--- src/rtl/vend_pkg.sv ---
// vend_pkg: shared types and constants for the vending controller.
//   state_t : controller FSM states
//   prod_t  : product id carried from selection to dispense
//   COIN_*  : coin values in cents
package vend_pkg;

  typedef enum logic [1:0] {
    S_IDLE    = 2'd0,
    S_COLLECT = 2'd1,
    S_VEND    = 2'd2,
    S_CHANGE  = 2'd3
  } state_t;

  typedef logic [1:0] prod_t;

  localparam int unsigned COIN_PENNY   = 1;
  localparam int unsigned COIN_NICKEL  = 5;
  localparam int unsigned COIN_DIME    = 10;
  localparam int unsigned COIN_QUARTER = 25;

endpackage

--- src/rtl/change_dispenser.sv ---
// change_dispenser: greedy payout, one coin per cycle.
//   clk, rst_n      : clock, async active-low reset
//   start_i         : load amount_i and pay its first coin this cycle
//   amount_i        : amount to return (cents)
//   ret_*_o         : registered one-cycle coin pulses
//   rem_nxt_o       : remaining amount after this cycle's coin
//   done_o          : nothing left to pay
module change_dispenser
  import vend_pkg::*;
#(
  parameter int W = 8
) (
  input  logic         clk,
  input  logic         rst_n,
  input  logic         start_i,
  input  logic [W-1:0] amount_i,
  output logic         ret_quarter_o,
  output logic         ret_dime_o,
  output logic         ret_nickel_o,
  output logic         ret_penny_o,
  output logic [W-1:0] rem_nxt_o,
  output logic         done_o
);

  logic [W-1:0] rem_q, rem_d, cur, coin;
  logic [3:0]   ret_q, ret_d;   // {quarter, dime, nickel, penny}

  // On start the first coin comes straight from amount_i, so the first
  // pulse lands in the same cycle the controller enters CHANGE.
  always_comb begin
    cur   = start_i ? amount_i : rem_q;
    coin  = '0;
    ret_d = '0;
    if (cur != '0) begin
      if (cur >= W'(COIN_QUARTER)) begin
        coin = W'(COIN_QUARTER); ret_d = 4'b1000;
      end else if (cur >= W'(COIN_DIME)) begin
        coin = W'(COIN_DIME);    ret_d = 4'b0100;
      end else if (cur >= W'(COIN_NICKEL)) begin
        coin = W'(COIN_NICKEL);  ret_d = 4'b0010;
      end else begin
        coin = W'(COIN_PENNY);   ret_d = 4'b0001;
      end
    end
    rem_d = cur - coin;
  end

  always_ff @(posedge clk or negedge rst_n) begin
    if (!rst_n) begin
      rem_q <= '0;
      ret_q <= '0;
    end else begin
      rem_q <= rem_d;
      ret_q <= ret_d;
    end
  end

  assign {ret_quarter_o, ret_dime_o, ret_nickel_o, ret_penny_o} = ret_q;
  assign rem_nxt_o = rem_d;
  assign done_o    = (rem_q == '0);

endmodule

--- src/rtl/vend_controller.sv ---
// vend_controller: credit accumulation, selection/cancel arbitration,
// dispense strobe and change payout for a 4-product vending machine.
//   clk, reset               : clock, async active-low reset
//   penny/nickel/dime/quarter: one-cycle coin pulses from the sensor
//   select_valid, select     : product request
//   cancel                   : refund request
//   credit                   : current credit (cents)
//   busy                     : high in VEND or CHANGE
//   dispense, product        : one-cycle vend strobe and its product id
//   insufficient             : selection refused, credit below price
//   coin_reject              : coin not credited
//   ret_quarter..ret_penny   : one-cycle change pulses
// Optional: define VEND_TIMEOUT_EN to auto-cancel after TIMEOUT_CYCLES
// idle cycles in COLLECT.
module vend_controller
  import vend_pkg::*;
#(
  parameter int CREDIT_W       = 8,
  parameter int MAX_CREDIT     = 200,
  parameter int PRICE_0        = 65,
  parameter int PRICE_1        = 75,
  parameter int PRICE_2        = 100,
  parameter int PRICE_3        = 125,
  parameter int TIMEOUT_CYCLES = 1000
) (
  input  logic                clk,
  input  logic                reset,
  input  logic                penny,
  input  logic                nickel,
  input  logic                dime,
  input  logic                quarter,
  input  logic                select_valid,
  input  logic [1:0]          select,
  input  logic                cancel,
  output logic [CREDIT_W-1:0] credit,
  output logic                busy,
  output logic                dispense,
  output logic [1:0]          product,
  output logic                insufficient,
  output logic                coin_reject,
  output logic                ret_quarter,
  output logic                ret_dime,
  output logic                ret_nickel,
  output logic                ret_penny
);

  // One extra bit so credit + coin never wraps before the ceiling check.
  localparam int SUM_W = CREDIT_W + 1;

  state_t              state_q, state_d;
  logic [CREDIT_W-1:0] credit_q, credit_d;
  prod_t               product_q, product_d;
  logic                dispense_q, dispense_d;
  logic                insuff_q, insuff_d;
  logic                reject_q, reject_d;
  logic                busy_q, busy_d;

  logic                one_coin, any_coin, fits, accept, collecting;
  logic                cancel_eff, tmo_fire;
  logic [SUM_W-1:0]    coin_val, sum, price;
  logic                chg_start, chg_done;
  logic [CREDIT_W-1:0] chg_amount, chg_rem_nxt;

  function automatic logic [SUM_W-1:0] price_of(input prod_t id);
    case (id)
      2'd0:    price_of = SUM_W'(PRICE_0);
      2'd1:    price_of = SUM_W'(PRICE_1);
      2'd2:    price_of = SUM_W'(PRICE_2);
      default: price_of = SUM_W'(PRICE_3);
    endcase
  endfunction

  // Coin classification: only a single-coin cycle carries value.
  assign any_coin = |{quarter, dime, nickel, penny};
  assign one_coin = ($countones({quarter, dime, nickel, penny}) == 1);

  always_comb begin
    coin_val = '0;
    if (one_coin) begin
      if (quarter)     coin_val = SUM_W'(COIN_QUARTER);
      else if (dime)   coin_val = SUM_W'(COIN_DIME);
      else if (nickel) coin_val = SUM_W'(COIN_NICKEL);
      else             coin_val = SUM_W'(COIN_PENNY);
    end
  end

  assign collecting = (state_q == S_IDLE) || (state_q == S_COLLECT);
  assign fits       = ({1'b0, credit_q} + coin_val) <= SUM_W'(MAX_CREDIT);
  assign accept     = collecting && one_coin && fits;
  assign sum        = {1'b0, credit_q} + (accept ? coin_val : '0);
  assign price      = price_of(select);

`ifdef VEND_TIMEOUT_EN
  localparam int TW = $clog2(TIMEOUT_CYCLES + 1);
  logic [TW-1:0] tmo_q;
  logic          activity;

  assign activity = any_coin || select_valid || cancel;
  assign tmo_fire = (state_q == S_COLLECT) && !activity &&
                    (tmo_q == TW'(TIMEOUT_CYCLES - 1));

  // Counts consecutive quiet COLLECT cycles; cleared everywhere else.
  always_ff @(posedge clk or negedge reset) begin
    if (!reset)                                   tmo_q <= '0;
    else if (state_q == S_COLLECT && !activity && !tmo_fire) tmo_q <= tmo_q + 1'b1;
    else                                          tmo_q <= '0;
  end
`else
  assign tmo_fire = 1'b0;
`endif

  assign cancel_eff = cancel || tmo_fire;

  // Payout starts either on a refund (credit includes a same-cycle coin)
  // or when a vend leaves change behind.
  assign chg_start  = (collecting && cancel_eff && (sum != '0)) ||
                      ((state_q == S_VEND) && (credit_q != '0));
  assign chg_amount = (state_q == S_VEND) ? credit_q : CREDIT_W'(sum);

  change_dispenser #(.W(CREDIT_W)) u_change (
    .clk           (clk),
    .rst_n         (reset),
    .start_i       (chg_start),
    .amount_i      (chg_amount),
    .ret_quarter_o (ret_quarter),
    .ret_dime_o    (ret_dime),
    .ret_nickel_o  (ret_nickel),
    .ret_penny_o   (ret_penny),
    .rem_nxt_o     (chg_rem_nxt),
    .done_o        (chg_done)
  );

  always_comb begin
    state_d    = state_q;
    credit_d   = credit_q;
    product_d  = product_q;
    dispense_d = 1'b0;
    insuff_d   = 1'b0;
    reject_d   = any_coin && !accept;
    case (state_q)
      S_IDLE, S_COLLECT: begin
        credit_d = CREDIT_W'(sum);
        state_d  = (sum != '0) ? S_COLLECT : S_IDLE;
        if (cancel_eff) begin
          // Cancel always blocks a same-cycle selection.
          if (sum != '0) begin
            state_d  = S_CHANGE;
            credit_d = chg_rem_nxt;
          end
        end else if (select_valid) begin
          if (sum >= price) begin
            state_d    = S_VEND;
            credit_d   = CREDIT_W'(sum - price);
            product_d  = select;
            dispense_d = 1'b1;
          end else begin
            insuff_d = 1'b1;
          end
        end
      end
      S_VEND: begin
        if (credit_q != '0) begin
          state_d  = S_CHANGE;
          credit_d = chg_rem_nxt;
        end else begin
          state_d = S_IDLE;
        end
      end
      default: begin
        // Credit mirrors the dispenser's remaining amount; leave once the
        // last coin has been shown.
        if (chg_done) begin
          state_d  = S_IDLE;
          credit_d = '0;
        end else begin
          credit_d = chg_rem_nxt;
        end
      end
    endcase
    busy_d = (state_d == S_VEND) || (state_d == S_CHANGE);
  end

  always_ff @(posedge clk or negedge reset) begin
    if (!reset) begin
      state_q    <= S_IDLE;
      credit_q   <= '0;
      product_q  <= '0;
      dispense_q <= 1'b0;
      insuff_q   <= 1'b0;
      reject_q   <= 1'b0;
      busy_q     <= 1'b0;
    end else begin
      state_q    <= state_d;
      credit_q   <= credit_d;
      product_q  <= product_d;
      dispense_q <= dispense_d;
      insuff_q   <= insuff_d;
      reject_q   <= reject_d;
      busy_q     <= busy_d;
    end
  end

  assign credit       = credit_q;
  assign busy         = busy_q;
  assign dispense     = dispense_q;
  assign product      = product_q;
  assign insufficient = insuff_q;
  assign coin_reject  = reject_q;

endmodule

--- config.mk ---
export PLATFORM = sky130hd
export DESIGN_NAME = vend_controller
export DESIGN_NICKNAME = d
export VERILOG_FILES = /design/src/rtl/vend_pkg.sv /design/src/rtl/change_dispenser.sv /design/src/rtl/vend_controller.sv
export SDC_FILE = /design/constraint.sdc
export NUM_CORES = 1
export LEC_CHECK = 0
export BUFFER_PORTS_ARGS = -buffer_cell sky130_fd_sc_hd__buf_2
export CAP_MARGIN = 25
export CORE_MARGIN = 2
export CORE_UTILIZATION = 30
export CTS_CLUSTER_DIAMETER = 30
export DETAILED_ROUTE_END_ITERATION = 10
export SETUP_SLACK_MARGIN = 0.5
export SYNTH_ARGS = -nofsm -noshare
export SYNTH_HDL_FRONTEND = slang
export SYNTH_HIERARCHICAL = 1
export SYNTH_SLANG_ARGS = --single-unit
--- constraint.sdc ---
create_clock -name clk -period 18.87 [get_ports clk]
set_input_delay 2.8305 -clock clk [delete_from_list [all_inputs] [get_ports clk]]
set_output_delay 2.8305 -clock clk [all_outputs]
set_load 0.02 [all_outputs]
==> run metrics <==
fraction of synthesized cell area in xor and xnor cells around 6.2%; number of max-cap violations 0; TritonCTS buffer count 3; CTS tree yes; sink of the worst hold path product[0]$_DFFE_PN0P_; number of cell rows 36; classification of the worst-slack hold path reg -> reg; post-synthesis instance area ~0.003 mm^2; setup fix buffers added after clock tree synthesis 0; ports placed on the boundary 28; proportion of synthesized flip-flops having asynchronous set or reset 100%; R2R depth 32; global-route wire length before repair about 12000 um; count of buffers from port buffering 27; die outline area 0.0108 mm^2; maximum frequency from static timing analysis slightly below 90 MHz; endpoint arrival time on the critical path between 10 and 15 ns; root cell of the clock tree sky130_fd_sc_hd__clkbuf_8; required time of the critical path around 19 ns; startpoint of the worst-slack reg-to-reg timing path credit[0]$_DFFE_PN0P_; Mapped Nets around 400; slowest CP cell sky130_fd_sc_hd__xnor2_1; vias in the first global route between 2000 and 2500; outcome finished clean; sequential fraction of the synthesis area between 20% and 30%; final critical delay including setup and external delays about 11 ns; Max-Slew Margin vs Limit around half; post-synthesis cell type with the largest combined area sky130_fd_sc_hd__dfrtp_1; post_cts resized 0; main combinational cell family by area after synthesis compound AO/OA/AOI/OAI gates; final setup fails 0; share of synthesized cell area in full adder, half adder and majority cells approximately 13%; via count 2683; share of layout cells above drive strength 1 between 10% and 20%; Non-Filler Instances approximately 510; ratio of routed vias to standard cells between 5 and 6; drt pass-1 iters 5; drt drc 0; Seq cells post-synth 28; buffer levels on the longest clock path 2; beginning of the worst hold path product[0]$_DFFE_PN0P_; startpoint types primary input; overall track demand over capacity in global routing 13.9%; most used flip-flop cell after synthesis sky130_fd_sc_hd__dfrtp_1; diodes inserted 0; worst-case vdd ir drop approximately 0.08 mV; Routed Antenna Nets 0; number of design-rule violations left by the first detailed-router iteration roughly 190; cell types with the highest counts after synthesis sky130_fd_sc_hd__nor2_1, sky130_fd_sc_hd__nand2_1, sky130_fd_sc_hd__dfrtp_1, sky130_fd_sc_hd__a21oi_1, sky130_fd_sc_hd__ha_1; CP Max Fanout 10; post-route setup TNS 0 ns; Routed WL roughly 7600 um; Placed Cells incl. Taps slightly above 500; pin slew with the least headroom to its limit 0.743 ns; number of enable-type register cells in the synthesized netlist 0; kind of capture point of the worst setup path register; vertical extent of the die 104 um; HPWL after detailed placement just over 6000 um; weighted congestion reported at the end of routability-driven placement between 0.8 and 0.9; later-pin clock latency in the skew report 0.28 ns; count of hold buffers inserted by post-cts repair 0; final worst clock skew just under 0.006 ns; unrepaired setup endpoints after global routing no; basic-gate share of the synthesized area counting and, or, nand and nor cells roughly 22%; R2R Path End credit[6]$_DFFE_PN0P_; post-synth cell types 66; Routed WL per cell roughly 15 um; Post-Synthesis Cells between 300 and 400; portion of netlist area occupied by mux cells 4.69%; largest cells by area after synthesis sky130_fd_sc_hd__dfrtp_1, sky130_fd_sc_hd__ha_1, sky130_fd_sc_hd__nor2_1, sky130_fd_sc_hd__a21oi_1, sky130_fd_sc_hd__nand2_1; share of the clock period used by the worst path after layout between 50% and 60%; number of nets in the finished design slightly above 400; most frequently used cell type in the post-synthesis netlist sky130_fd_sc_hd__nor2_1; effective utilization at floorplan 30.7%; area share of the leading cell type in the synthesized netlist a little under a quarter; leakage power roughly 1.5 nW; total global routing overflow 0; post-layout total power ~580 uW; CTS clock-pin slew for the worst setup and hold paths roughly 0.1 ns; largest stage delay on the critical path between 0.5 and 0.6 ns; fin. max-slew vios 0; critical path type in -> reg; register-to-register setup slack approximately 11 ns; number of warnings issued by yosys 6; cell depth of the worst min-delay path 2; maximum level of the CTS H-tree 1; Die Width between 100 and 150 um; Avg Synthesized Cell Area between 8 and 9 um^2; initial antenna violation count 0; synthesized-area fraction occupied by ao, oa, aoi and oai cells between 20% and 30%; largest net degree at the start of global routing 29; power per cell area approximately 180 mW/mm^2; total count of hold-check failures in the final report 0; CP startpoint quarter; Syn-to-layout area delta 8.66%; Fillers 1062; # clock sinks 28; area of the core just under 0.01 mm^2
==> cells by family after synthesis <==
kind of cell | count (synthesis)
AOI/OAI and AO/OA | 100
xor gates and xnor gates | 21
adders and majority gates | 29
buffers and inverters | 36
DFF | 28
muxes | 12
and+or+nand+nor | 129
==> critical path: cells and delay by family <==
kind / cells / cell delay (ns)
buffers and inverters: 5 / 0.43
AND/OR/NAND/NOR: 7 / 1.06
multiplexers: 2 / 0.40
AO/OA/AOI/OAI: 16 / 3.26
adder cells (fa/ha/maj): 9 / 2.76
XOR/XNOR: 2 / 0.74
==> layout by cell type, fill, tap and decap left out, drive strengths merged, types with 4 or more instances in the layout <==
cell type,n
a22oi,5
a221o,4
nor3,5
nand2,31
a21oi,24
o21ai,23
ha,24
nand3b,7
xnor2,10
xor2,11
mux2i,8
o221ai,4
clkbuf,4
nand4,4
buf,28
a31oi,5
a21o,10
mux2,4
and3,4
nand3,6
inv,24
nor2,36
dfrtp,28
nor2b,6
nand2b,7
fa,5
==> where the power goes <==
group	switching [mW]	total, mW	internal, mW
combinational	0.245	0.416	0.171
clock	0.0197	0.0384	0.0187
sequential	0.0341	0.122	0.0875
total	0.299	0.576	0.278
==> per-layer routing <==
metal,up-vias,track usage (%),share of wire [%]
met4,0,2.90,1.4
met5,-,0,0
met3,11,2.52,4.5
met1,1276,19.2,47
met2,74,22.6,47
li1,1322,-,-
==> final cells by class <==
cell class	instances	area [um^2]	share of cell area, %
clock buffer	4	55.1	1.69
inverter	24	90.1	2.77
multi-input combinational	291	2090	64.4
sequential	28	701	21.6
tap	133	166	5.12
timing repair buffer	28	143	4.39
==> registers in the layout (all words and copies together) (netlist names) <==
name and count:
state_q 2, u_change/ret_q 4, coin_reject 1, dispense 1
u_change/rem_q 8, insufficient 1, credit 8, product 2
busy 1
==> stage by stage <==
| step | area [um^2] | util, % | setup WS, ns | hold slack [ns] |
|---|---|---|---|---|
| after floorplan | 2990 | - | 8.30 | 0.586 |
| after global placement | 3190 | 32.8 | 7.55 | 0.460 |
| after detailed placement | 3190 | 32.8 | 7.41 | 0.471 |
| after CTS | 3250 | 33.4 | 7.66 | 0.496 |
| after global routing | 3250 | 33.4 | 7.06 | 0.532 |
| final | 3250 | 33.4 | 7.58 | 0.489 |
==> worst max-delay path by stage <==
stage                             to  slack [ns]  cells after the start
2_1_floorplan  credit[6]$_DFFE_PN0P_        8.30                     41
3_3_place_gp   credit[6]$_DFFE_PN0P_        7.55                     41
3_5_place_dp   credit[6]$_DFFE_PN0P_        7.41                     41
4_1_cts        credit[6]$_DFFE_PN0P_        7.66                     41
5_1_grt        credit[6]$_DFFE_PN0P_        7.06                     41
6_report       credit[6]$_DFFE_PN0P_        7.58                     41
No activity file was read; power rests on OpenSTA's default activity.
